## src/rtl/distance_pkg.sv

```systemverilog
// distance_pkg: shared types and defaults for the echo-width distance filter.
// Used by distance_filter and distance_quantize.
package distance_pkg;

    typedef logic [11:0] us_t;

    typedef enum logic [1:0] {
        EMPTY,
        FILLING,
        FULL
    } state_t;

    localparam int BIN_US_DEF = 444;
    localparam int MAX_US_DEF = 3552;

endpackage

```

## src/rtl/distance_quantize.sv

```systemverilog
// distance_quantize: comparator chain mapping an echo width to a 0-7 level.
// Shared with the LED bar logic.
module distance_quantize
    import distance_pkg::*;
#(
    parameter int BIN_US = BIN_US_DEF
) (
    input  us_t        dist_us,
    output logic [2:0] level
);

    always_comb begin
        level = '0;
        for (int k = 1; k <= 7; k++) begin
            if (int'(dist_us) > k * BIN_US) begin
                level = level + 3'd1;
            end
        end
    end

endmodule

```

## src/rtl/distance_filter.sv

```systemverilog
// distance_filter: miss rejection, 4-tap moving average and level quantiser.
// Define DISTANCE_FILTER_HYST_EN to add level hysteresis of HYST_US.
module distance_filter
    import distance_pkg::*;
#(
    parameter int BIN_US     = BIN_US_DEF,
    parameter int MAX_US     = MAX_US_DEF,
    parameter int MISS_LIMIT = 3,
    parameter int HYST_US    = 40
) (
    input  logic        clk,
    input  logic        reset_n,
    input  logic        meas_valid,
    input  logic [11:0] meas_us,
    input  logic        meas_timeout,
    output logic        dist_valid,
    output logic [11:0] dist_us,
    output logic [2:0]  dist_level,
    output logic        in_range
);

    localparam int MW = $clog2(MISS_LIMIT + 1);

`ifdef DISTANCE_FILTER_HYST_EN
    localparam bit HYST_ON = 1'b1;
`else
    localparam bit HYST_ON = 1'b0;
`endif

    logic          s1_hit;
    logic          s1_miss;
    us_t           s1_us;

    state_t        state;
    logic [2:0]    fill;
    us_t           win [4];
    logic [1:0]    ptr;
    logic [13:0]   sum;
    logic [MW-1:0] miss_cnt;
    logic          s2_upd;
    logic          s2_first;

    us_t           oldest;
    us_t           avg;
    logic [2:0]    raw;
    logic [2:0]    next_level;
    logic          outside;
    int            cur;
    int            lo;
    int            hi;

    assign in_range = (state == FULL);
    assign oldest   = (state == FULL) ? win[ptr] : '0;
    assign avg      = sum[13:2];

    distance_quantize #(
        .BIN_US (BIN_US)
    ) u_quant (
        .dist_us (avg),
        .level   (raw)
    );

    // Keep the current level unless the average leaves its widened bin.
    always_comb begin
        cur = int'(dist_level);
        lo  = cur * BIN_US - HYST_US;
        if (lo < 0) begin
            lo = 0;
        end
        hi  = (cur + 1) * BIN_US + HYST_US;
        outside = (int'(avg) < lo)
               || ((dist_level != 3'd7) && (int'(avg) > hi));
        next_level = (!HYST_ON || s2_first || outside)
                   ? raw : dist_level;
    end

    always_ff @(posedge clk or negedge reset_n) begin
        if (!reset_n) begin
            s1_hit  <= 1'b0;
            s1_miss <= 1'b0;
            s1_us   <= '0;
        end else begin
            s1_hit  <= meas_valid && !meas_timeout
                    && (meas_us <= us_t'(MAX_US));
            s1_miss <= meas_timeout
                    || (meas_valid && (meas_us > us_t'(MAX_US)));
            s1_us   <= meas_us;
        end
    end

    always_ff @(posedge clk or negedge reset_n) begin
        if (!reset_n) begin
            state    <= EMPTY;
            fill     <= '0;
            ptr      <= '0;
            sum      <= '0;
            miss_cnt <= '0;
            s2_upd   <= 1'b0;
            s2_first <= 1'b0;
            for (int i = 0; i < 4; i++) begin
                win[i] <= '0;
            end
        end else begin
            s2_upd   <= 1'b0;
            s2_first <= 1'b0;
            unique case (1'b1)
                s1_miss: begin
                    if (miss_cnt == MW'(MISS_LIMIT - 1)) begin
                        state    <= EMPTY;
                        fill     <= '0;
                        ptr      <= '0;
                        sum      <= '0;
                        miss_cnt <= '0;
                        for (int i = 0; i < 4; i++) begin
                            win[i] <= '0;
                        end
                    end else begin
                        miss_cnt <= miss_cnt + 1'b1;
                    end
                end
                s1_hit: begin
                    miss_cnt <= '0;
                    win[ptr] <= s1_us;
                    ptr      <= ptr + 2'd1;
                    sum      <= sum + {2'b00, s1_us} - {2'b00, oldest};
                    case (state)
                        EMPTY: begin
                            state <= FILLING;
                            fill  <= 3'd1;
                        end
                        FILLING: begin
                            fill <= fill + 3'd1;
                            if (fill == 3'd3) begin
                                state    <= FULL;
                                s2_upd   <= 1'b1;
                                s2_first <= 1'b1;
                            end
                        end
                        FULL: begin
                            s2_upd <= 1'b1;
                        end
                        default: begin
                            state <= EMPTY;
                        end
                    endcase
                end
                default: begin
                end
            endcase
        end
    end

    always_ff @(posedge clk or negedge reset_n) begin
        if (!reset_n) begin
            dist_valid <= 1'b0;
            dist_us    <= '0;
            dist_level <= '0;
        end else begin
            dist_valid <= s2_upd;
            if (s2_upd) begin
                dist_us    <= avg;
                dist_level <= next_level;
            end
        end
    end

endmodule

```

## config.mk

```make
export PLATFORM = sky130hd
export DESIGN_NAME = distance_filter
export DESIGN_NICKNAME = d
export VERILOG_FILES = /design/src/rtl/distance_pkg.sv /design/src/rtl/distance_quantize.sv /design/src/rtl/distance_filter.sv
export SDC_FILE = /design/constraint.sdc
export NUM_CORES = 1
export LEC_CHECK = 0
export ABC_AREA = 1
export CAP_MARGIN = 20
export CORE_MARGIN = 2
export CORE_UTILIZATION = 35
export DETAILED_ROUTE_END_ITERATION = 16
export HOLD_SLACK_MARGIN = 0.02
export PLACE_DENSITY = 0.55
export SLEW_MARGIN = 30
export SYNTH_ARGS = -nofsm -noshare
export SYNTH_HDL_FRONTEND = slang
export SYNTH_SLANG_ARGS = --single-unit
```

## constraint.sdc

```tcl
create_clock -name clk -period 4.5 [get_ports clk]
set_clock_uncertainty 0.05 [all_clocks]
set_input_delay 1.35 -clock clk [delete_from_list [all_inputs] [get_ports clk]]
set_output_delay 1.35 -clock clk [all_outputs]
set_load 0.005 [all_outputs]
```

Word-level counts from Yosys, hierarchy flattened
Index checks and enable logic that the tools add are counted.
- register bits after elaboration: 102
- output and inout bits: 17
- latch bits: 0
- input port bits: 16
- RAM bits: 0
- ROM bits: 0
- memories kept: 0
- eq/ne operators: 8
- bitwise operators: 1
- reductions and logical operators: 11
- shift operators: 0
- multiplexer cells: 31
- add/sub/neg operators: 11
- divide/modulo/power cells: 0
- $mul: 0
- $lt $le $gt $ge: 11
- operators with widths (kind ; count):
    one-hot mux 48 bit (2 select lines) ; 1
    bitwise mux 48 bit ; 1
    > comparator 12 bit (second input constant) ; 4
    two-way mux 12 bit ; 4
    two-way mux 48 bit ; 1
    one-hot mux 14 bit (2 select lines) ; 1
    binary-select mux 12 bit (select 2 bit) ; 1
    demux 12 bit (select 2 bit) ; 1
    > comparator 12 x 11 -> 1 bit (second input constant) ; 2
    two-way mux 3 bit ; 7
    adder 3 x 1 -> 3 bit (second input constant) ; 6
    adder 14 x 12 -> 14 bit ; 1
    two-way mux 14 bit ; 1
    subtractor 14 x 12 -> 14 bit ; 1
    > comparator 12 x 10 -> 1 bit (second input constant) ; 1
    > comparator 12 x 9 -> 1 bit (second input constant) ; 1
    less-or-equal comparator 12 bit (second input constant) ; 1
    one-hot mux 2 bit (2 select lines) ; 3
    one-hot mux 3 bit (2 select lines) ; 2
    two-way mux 2 bit ; 3
    one-hot mux 2 bit (3 select lines) ; 1
    adder 2 x 1 -> 2 bit (second input constant) ; 2
    equality test 2 bit (second input constant) ; 2
    logical AND 1 bit ; 4
    19 further kinds ; 21

Depth between registers and ports, before layout
- word-level depth: 14
- gate-level depth with buffers: 29
- mapped depth without buffers: 29

By module
Synthesis repeated with hierarchy kept, for this count alone.
- cells, all modules: 791
- area total of the unflattened synthesis: 6140.9 µm²
- by module, submodules not included (module ; cells an instance ; times used ; sequential area each (µm²) ; area an instance (µm²)):
    distance_filter ; 634 ; 1 ; 2552.4 ; 5348.9
    distance_quantize ; 157 ; 1 ; 0.0 ; 792.0

Worst setup path after synthesis
No wires, ideal clock.
- path kind: reg-to-reg
- start: register sum[12]
- end: register dist_level[1]
- required time: 4.334 ns
- buffers on the path: 0
- path slack: 1.012 ns
- data arrival time: 3.321 ns
- setup time: 0.116 ns
- stages on the path, launching flop included: 28
- path through: dfrtp_1 > inv_1 > ha_1 > inv_1 > nor2_1 > o21ai_0 > inv_1 > nand2_1 > nand2_1 > inv_1 > ha_1 > inv_1 > nand2_4 > nand2_2 > inv_1 > ha_1 > or2_1 > nand2_1 > nand3_1 > nand3_2 > ha_1 > nand2_1 > nand2_1 > ha_1 > o21ai_0 > inv_1 > nand2_1 > nand2_1
- cells in the longest elaborated chain, start to end: 14
- RTL lines (what ; line ; text):
    start: declaration ; distance_filter.sv:38 ; logic [13:0] sum;
    start signal: assignment ; distance_filter.sv:125 ; sum <= sum + {2'b00, s1_us} - {2'b00, oldest};
    > comparator 12 x 9 -> 1 bit ; distance_quantize.sv:15 ; if (int'(dist_us) > k * BIN_US) begin
    two-way mux 1 bit ; distance_quantize.sv:15 ;
    adder 1 x 1 -> 2 bit ; distance_quantize.sv:16 ; level = level + 3'd1;
    two-way mux 3 bit ; distance_quantize.sv:15 ;
    adder 3 x 1 -> 3 bit ; distance_quantize.sv:16 ;
    two-way mux 3 bit ; distance_quantize.sv:15 ;
    adder 3 x 1 -> 3 bit ; distance_quantize.sv:16 ;
    two-way mux 3 bit ; distance_quantize.sv:15 ;
    adder 3 x 1 -> 3 bit ; distance_quantize.sv:16 ;
    two-way mux 3 bit ; distance_quantize.sv:15 ;
    adder 3 x 1 -> 3 bit ; distance_quantize.sv:16 ;
    two-way mux 3 bit ; distance_quantize.sv:15 ;
    adder 3 x 1 -> 3 bit ; distance_quantize.sv:16 ;
    two-way mux 3 bit * ; distance_quantize.sv:15 ;
    end signal: assignment ; distance_filter.sv:162 ; dist_level <= next_level;
    end: declaration ; distance_filter.sv:18 ; output logic [2:0] dist_level,
Every way passes the cells marked *; elsewhere a longest branch is shown, timed or not.
A chain may end at the register's enable or synchronous reset.

Final worst setup path
Ends and elaborated chain as after synthesis.

==> run_results.csv <==
group,metric,value,unit
clock_tree,cts_setup_buffers,0,
sta,rsz0062_at_grt,"false",
route,drt_iter0_markers,382,
critical_path,required,4.70,ns
synthesis,synth-compound-area-share,18.8,%
floorplanning,start_util,35.4,%
hold_path,min_path_cells,2,
outcome,outcome,"finished, final reports clean",
synthesis,synthCells,755,
clock_tree,cts_root_buffer,"clkbuf_16",
sta,worst_pin_slew,0.915,ns
synthesis,avgSynthCellArea,8.02,um^2
synthesis,synthMuxAreaShare,0,%
power_and_ir_drop,irDropWorstVdd,0.287,mV
critical_path,cp.arrival,4.05,ns
clock_tree,clockBufferDepth,2,
global_route,grt_pass1_vias,4861,
floorplanning,die_w,136,um
floorplanning,die_y,136,um
hold_path,hp-class,"reg -> reg",
global_route,grt_max_degree,57,
power_and_ir_drop,p_per_area,534,nW/um^2
floorplanning,coreArea,17100,um^2
route,vias_per_cell,4.93,
hold_path,hold_end,"dist_level[2]",
synthesis,synth_nets,817,
clock_tree,cts_sinks,102,
hold_path,min-delay-start,"dist_level[2]",
sta,drv_slew,0,
placement,gp_congestion,0.891,
route,wl_met1,6.77,mm
route,routed.top_layer,"met4",
clock_tree,path_clk_slew,0.07,ns
sta,setup_tns,0,ns
critical_path,critPathKind,"reg -> reg",
global_route,grt_overflow_total,0,
placement,hpwl,10.8,mm
route,dr_wl_met3,667,um
floorplanning,dieArea,18400,um^2
layout,finalNetCount,842,
sta,fin_crit,3.85,ns
placement,place_ws,0.641,ns
sta,finalHoldViolCount,0,
critical_path,end_kind,"register",
critical_path,cp-start-kind,"register",
sta,timing.final.ws_setup,0.649,ns
sta,period_share,85.6,%
route,wl_per_cell,14.2,um
synthesis,synth_top_family_by_area,"compound AO/OA/AOI/OAI gates",
clock_tree,cts-resized-gates,0,
critical_path,reg2reg_depth,27,
synthesis,ys_types,36,
clock_tree,cts_tree,"built",
synthesis,synth-xor-area-share,0.289,%
layout,drive_gt1_share,7.26,%
power_and_ir_drop,p_leak,3.19,nW
synthesis,synth-simple-area-share,17.4,%
placement,port-buffer-count,32,
critical_path,reg2reg_slack,0.65,ns
job,drv_cap,0,
global_route,grtUsageTotal,17.0,%
global_route,antenna_found_initial,0,
critical_path,r2r-end,"dist_level[1]",
floorplanning,num_io_pins,33,
synthesis,synth_adder_area_share,11.0,%
route,ant_nets,0,
synthesis,ys_seq_area_share,42.2,%
layout,n_antenna_cell,0,
clock_tree,worstSkewPairLatency,0.36,ns
critical_path,path_max_fanout,7,
floorplanning,num_rows,48,
clock_tree,htreeDepth,3,
global_route,grt_pass1_wl,24.5,mm
sta,slew_headroom,38.8,%
route,detail_route.first_pass.iterations,5,
route,met2_length,6.59,mm
synthesis,yosys_warnings,0,
synthesis,ys_ff_latch,102,
route,vias,4979,
critical_path,crit-reg2reg-launch,"sum[12]",
sta,setup_viol,0,
clock_tree,cts_buffers,9,
sta,max_freq,260,MHz
synthesis,syn_area,6050,um^2
route,drc,0,
layout,syn2layout_area_growth,14.3,%
clock_tree,postCtsHoldBufs,0,
route,totalWireLength,14.3,mm
-- worst max-delay path, cell delays in order, from the launching register on --
cell and delay, ns:
dfrtp_1 0.44, inv_1 0.24, ha_1 0.23, inv_1 0.07
nor2_1 0.09, o21ai_0 0.09, inv_1 0.06, nand2_1 0.04
nand2_1 0.09, inv_1 0.06, ha_1 0.34, inv_1 0.11
nand2_4 0.06, nand2_2 0.07, inv_1 0.05, ha_1 0.27
or2_1 0.23, nand2_1 0.06, nand3_1 0.07, nand3_2 0.08
ha_1 0.22, nand2_1 0.08, nand2_1 0.06, ha_1 0.28
o21ai_0 0.16, inv_1 0.05, nand2_1 0.06, nand2_1 0.04
-- kinds of logic after synthesis --
kind of cell	count (synthesis)
flip-flops	102
buffers and inverters	167
adder cells (fa/ha/maj)	46
AND/OR/NAND/NOR	229
XOR/XNOR	2
AO/OA/AOI/OAI	209
-- metal layers --
metal,vias up,track usage [%]
li1,2530,-
met1,2307,22.5
met2,118,27.6
met3,24,3.55
met4,0,6.37
met5,-,0
-- worst max path at each step --
stage,from,to,slack [ns]
CTS,sum[12],dist_level[1],0.63
global route,sum[12],dist_level[1],0.24
detailed placement,sum[12],dist_level[1],0.64
global placement,sum[12],dist_level[1],0.78
floorplan,sum[12],dist_level[1],1.01
finish,sum[12],dist_level[1],0.65
-- report_power, final --
group	switching (mW)	internal (mW)	total (mW)
Sequential	0.110	1.04	1.15
Clock	0.385	0.392	0.777
Combinational	1.14	0.624	1.77
Total	1.64	2.06	3.70
-- per-stage QoR --
step | hold slack (ns) | power [mW] | instances | utilization, % | area [um^2]
5_1_grt | 0.461 | 4.08 | 1010 | 40.4 | 6920
2_1_floorplan | 0.365 | 2.50 | 755 | - | 6050
3_5_place_dp | 0.416 | 2.95 | 994 | 38.7 | 6620
4_1_cts | 0.436 | 3.74 | 1010 | 40.4 | 6920
6_report | 0.429 | 3.70 | 1010 | 40.4 | 6920
3_3_place_gp | 0.418 | 2.94 | 994 | 38.7 | 6620
-- synth_stat cells (all sizes together) --
library cell  number  area (um^2)
nor2              34          150
nand2            137          562
clkbuf            22         82.6
xnor2              2         17.5
o21bai             4         30.0
nor3b              1         7.51
a31o               1         8.76
o211ai             1         7.51
inv              143          537
clkinv             1         3.75
nor3              11         60.1
ha                34          425
o21a               1         7.51
o21ai             97          497
buf                1         3.75
dfrtp            102         2550
nand4              7         43.8
a31oi              3         18.8
nand3             35          205
or2                2         12.5
fa                12          240
o22ai             43          269
a21oi             59          299
and2               2         12.5
-- layout by cell type, fill, tap and decap left out, types with 12 or more instances in the layout --
cell type,synthesis,final
inv_1,135,135
nand2_1,124,124
ha_1,34,34
dfrtp_1,102,102
clkdlybuf4s50_1,0,31
nor2_1,29,28
o22ai_1,43,43
a21oi_1,58,56
o21ai_0,91,91
fa_1,12,12
nand3_1,32,32
-- layout make-up --
cell class                      instances  area (um^2)
Sequential cell                       102         2550
Inverter                              144          541
Fill cell                            1745        10200
Timing Repair Buffer                   37          368
Clock buffer                           10          229
Clock inverter                          6         62.6
Multi-Input combinational cell        486         2880
Tap cell                              225          282
-- flip-flops by register name, indices dropped and copies added (netlist names) --
register / flops
ptr: 2
miss_cnt: 2
s1_miss: 1
state: 2
fill: 3
dist_valid: 1
s2_upd: 1
win: 48
sum: 14
dist_level: 3
dist_us: 12
s1_hit: 1
s1_us: 12
No activity file was read; power rests on OpenSTA's default activity.
==> RTL change 1: new RTL, config.mk and constraints unchanged <==
Encoding of `state_t`: now one-hot (3 bits for 3 states).
--- a/src/rtl/distance_pkg.sv
+++ b/src/rtl/distance_pkg.sv
@@ -5,8 +5,8 @@
     typedef logic [11:0] us_t;
 
-    typedef enum logic [1:0] {
-        EMPTY,
-        FILLING,
-        FULL
+    typedef enum logic [2:0] {
+        EMPTY   = 3'b001,
+        FILLING = 3'b010,
+        FULL    = 3'b100
     } state_t;
 
Formal check against the unedited RTL: same outputs for any inputs over 4 cycles, from zero or initial values and one cycle with reset_n low; so few cycles prove little.
==> RTL change 1 against the unedited design <==
- setup slack better by 0.060 ns
- cell area is 0.85% higher
- highest routed layer unchanged
- wire length is 2.9% higher
- final cell count stayed put
- sequential cell count is 1 higher
- total power is 11% higher
- area after synthesis is 0.89% higher
- maximum frequency is 1.6% higher
- via count is 0.90% higher
==> RTL change 1: results (changes against the unedited design) <==
Placed design
  – Dpl ws: 0.709 ns (+0.0681 ns)
  – Detailed-placement wirelength estimate: 10.9 mm (+1.4%)
  – Final Wtd Congestion: 0.865 (-2.9%)

Worst setup path
  – Critical Path Fanout Max: 6 (-1)
  – Arr. time, crit path: 3.98 ns (-0.07 ns)
  – Max incr delay on CP: about 0.43 ns
  – Reg2Reg Depth: 25 (-7.4%)
  – Slowest cell on crit path: dfrtp_1

Layout
  – Signal buffers: 37 (unchanged)
  – Clk tree area frac: 4.41% (+0.20 points)
  – Non-clock buffering overhead: 5.33% (+0.0090 points)
  – Ratio of cells with drive above 1 in the final layout: 8.92% (+1.7 points)
  – Multi-input gate share of total cell area: 41.7% (about the same)
  – Final nets: 838 (-0.48%)
  – Fill count: 1,799 (+3.1%)
  – #MultiIn Comb: 488 (+0.41%)
  – CLK BUF: 12 (+2)
  – FF+latch area: 2580 µm² (+1.0%)

Power
  – Max VDD drop: 0.244 mV (-15%)
  – Psw: 0.00183 W (+12%)
  – Comb power: 0.00211 W (+19%)
  – Leakage power: 3.22 nW (+1.0%)
  – Clock power frac: 19.7% (-1.3 points)

Global route
  – Largest net degree at the start of global routing: 70 (+23%)
  – GRT Util Overall: 17.3% (+0.25 points)
  – Via count of the first global-routing pass: 4,934 (+1.5%)
  – First-pass GRT wire length: 25.0 mm (+2.3%)

Logic synthesis
  – Syn nets: 814 (-0.37%)
  – Post-synthesis sequential area ratio: 42.2% (+0.059 points)
  – Commonest cells in the netlist: 130 x inv_1, 122 x nand2_1, 102 x dfrtp_1
  – Synth cell types: 39 (+8.3%)
  – Ys Warns: 0 (unchanged)
  – Synth top area cells: dfrtp_1 42%, inv_1 8.0%, nand2_1 7.5%

Detailed routing
  – Detailed Route Iter0 Violations: 363 (-5.0%)
  – Initial DRT Pass Iterations: 6 (+1)
  – Vias/cell: 4.97 (+0.90%)
  – Routed wire per std cell: 14.6 µm (+2.9%)

Timing
  – Slew @ Worst Pin: 0.989 ns (+0.0740 ns)
  – Post-route clock period utilization: 84.2% (-1.3 points)

Run status
  – Status: finished clean

Worst hold path
  – Worst hold start: dist_level[0]
==> RTL change 1: cell types whose count changed after synthesis, sizes merged, moves of 2 or more <==
cell,change
buf,+2
ha,-4
inv,-3
nand2,+6
nand3,+4
nor2,-3
nor3,+3
o21ai,-5
o31ai,+2
==> RTL change 1: routing by layer <==
metal,GRT usage [%],share of wire [%],up-vias
li1,-,-,2516
met1,24.6,50,2371
met2,25.5,43,121
met3,4.59,5.6,16
met4,5.27,1.9,0
met5,0,0,-
==> RTL change 1: stage by stage <==
step / instance area, µm² / hold WS, ns / util [%] / power, W / std cells
finish: 6980 / 0.434 / 40.6 / 0.00412 / 1010
global placement: 6660 / 0.415 / 38.8 / 0.00332 / 994
global route: 6980 / 0.457 / 40.6 / 0.00452 / 1010
CTS: 6970 / 0.435 / 40.6 / 0.00414 / 1010
floorplan: 6110 / 0.365 / - / 0.00283 / 756
detailed placement: 6660 / 0.417 / 38.8 / 0.00332 / 994
==> RTL change 1: worst max-delay path: cells and delay by family (launching register included) <==
| family | cells | cell delay (ns) |
|---|---|---|
| AND/OR/NAND/NOR | 12 | 1.00 |
| flip-flops | 1 | 0.43 |
| AO/OA/AOI/OAI | 2 | 0.25 |
| buffers and inverters | 6 | 0.59 |
| adder cells (fa/ha/maj) | 5 | 1.34 |
==> RTL change 1: kinds of logic after synthesis <==
| family | after synthesis | share of synthesized area, % |
|---|---|---|
| buf+inv | 165 | 10.3 |
| compound gates | 205 | 18.2 |
| fa+ha+maj | 42 | 10.1 |
| simple gates | 239 | 19.0 |
| xor+xnor | 2 | 0.287 |
| flops | 103 | 42.2 |
==> RTL change 1: how the worst max path moves through the flow <==
stage,endpoint,cells after the start
floorplan,dist_level[1],25
detailed placement,dist_level[1],25
finish,dist_level[1],25
global placement,dist_level[1],25
CTS,dist_level[1],25
global route,dist_level[2],29
==> RTL change 2: new RTL, same settings <==
Without the edit above. Set the parameter `MISS_LIMIT` to 6 (it was 3).
--- a/src/rtl/distance_filter.sv
+++ b/src/rtl/distance_filter.sv
@@ -6,5 +6,5 @@
     parameter int BIN_US     = BIN_US_DEF,
     parameter int MAX_US     = MAX_US_DEF,
-    parameter int MISS_LIMIT = 3,
+    parameter int MISS_LIMIT = 6,
     parameter int HYST_US    = 40
 ) (
Formal check against the unedited RTL: not equivalent (Yosys sat finds a counterexample within 10 cycles, from zero or initial values and one cycle with reset_n low).
==> RTL change 2 against the unedited design <==
- wire length is 10% higher
- area after synthesis is 1.1% lower
- cell area is 0.96% lower
- clock power is 2% higher
- sequential cell count is 1 higher
- setup slack better by 0.015 ns
- hold slack worse by 0.018 ns
- die area is 1.0% lower
- non-clock buffer count is 4 higher
- total power is 1.2% higher
- sequential share of layout area is 0.72 points higher
- largest power group unchanged
==> RTL change 2: results (changes against the unedited design) <==
Run status
  – Status: finished clean

Detailed routing
  – Final wirelength: 15.8 mm (+10%)
  – Initial DRT Pass Iterations: 5 (unchanged)
  – ANT nets after route: 0 (unchanged)
  – Detailed Route Iter0 Violations: 521 (+36%)
  – Vias/cell: 5.21 (+5.6%)
  – Routed wire per std cell: 15.8 µm (+12%)

Worst hold path
  – Worst hold start: s2_upd
  – Hold EP: dist_valid
  – Hold Path Depth: 0 (-2)

Power
  – Comb power: 0.00181 W (+2%)
  – Clock power frac: 21.1%
  – Cell-internal power: 0.00209 W (+1.7%)
  – Max VDD drop: 0.215 mV (-25%)
  – Leakage power: 3.19 nW (+0.26%)
  – Comb power frac: 48.4% (+0.6 points)

Worst setup path
  – Arr. time, crit path: 4.02 ns (-0.03 ns)
  – Crit start category: flip-flop
  – FF-to-FF setup slack: 0.66 ns
  – Reg2Reg Depth: 24 (-11%)
  – Slowest cell on crit path: dfrtp_1
  – Max incr delay on CP: 0.43 ns
  – Critical Path Fanout Max: 7 (unchanged)
  – Worst setup endpoint: dist_level[1]
  – R2r startpoint: sum[13]

Layout
  – Fill count: 1,666 (-4.5%)
  – Diode count: 0 (unchanged)
  – Ratio of cells with drive above 1 in the final layout: 6.15% (-1.1 points)
  – Registers with the most flip-flops: win (48), sum (14)
  – Final nets: 838 (-0.48%)

Logic synthesis
  – Syn nets: 810 (-0.86%)
  – Synth cell types: 34 (-5.6%)
  – Synth top area cells: dfrtp_1 43%, o21ai_0 9.8%, nand2_1 7.5%
  – Post-Synthesis Cells: 748 (-0.93%)
  – Post-synthesis sequential area ratio: 43.0% (+0.87 points)
  – Commonest cells in the netlist: 119 x nand2_1, 117 x inv_1, 117 x o21ai_0
  – Ys Warns: 0 (unchanged)

Clock network
  – Root Buffer: clkbuf_16
  – Clk_lat worst skew: 0.35 ns
  – H-Tree Depth: 3 (unchanged)
  – Clock-pin slew on the worst setup and hold paths: 0.07 ns (about the same)
  – Post-CTS Setup Inserts: 0 (unchanged)
  – # resized after CTS: 0 (unchanged)
  – CTS buffer count: 9 (unchanged)
  – CTS Buffer Depth: 2 (unchanged)

Global route
  – GRT Util Overall: 18.1% (+1.1 points)
  – Largest net degree at the start of global routing: 103 (+81%)
  – Via count of the first global-routing pass: 5,053 (+3.9%)
  – First-pass GRT wire length: 25.7 mm (+4.8%)

Timing
  – WHS: 0.411 ns (-0.0180 ns)
  – Worst setup margin: 0.664 ns (+0.0148 ns)
  – Slew @ Worst Pin: 1.00 ns (+0.0872 ns)

Placed design
  – Final Wtd Congestion: 0.831 (-6.7%)
  – Detailed-placement wirelength estimate: 11.4 mm (+6.4%)
  – Placed Area: 6560 µm² (-0.94%)
  – Dpl cells: 985 (-0.91%)
  – Dpl ws: 0.698 ns (+0.0574 ns)
[RTL change 2: cell count changes after synthesis, sizes merged, moves of 3 or more]
cell | unedited run | this run
o21ai | 97 | 121
inv | 143 | 121
nor2 | 34 | 46
o22ai | 43 | 32
nand2 | 137 | 131
nor3 | 11 | 7
a21oi | 59 | 56
buf | 1 | 4
[RTL change 2: cells by family after synthesis]
kind of cell / share of synthesized area, %
fa+ha+maj: 11.1
compound gates: 19.6
flops: 43.0
buf+inv: 9.46
simple gates: 16.8
[RTL change 2: area by class of cell]
type,instances,area (µm²),area share [%]
inverters,124,465,6.79
clock inverters,4,55.1,0.804
multi-input cells,497,2850,41.6
repair buffers,41,398,5.81
well taps,220,275,4.02
clock buffers,11,233,3.40
flip-flops and latches,103,2580,37.6
[RTL change 2: per-layer routing]
metal  vias to the layer above  track usage, %  wire [µm]
met5                         -               0          0
met4                         0            7.08        395
met1                      2480            25.8       7540
li1                       2528               -          -
met3                        31            2.59        902
met2                       169            28.0       7000
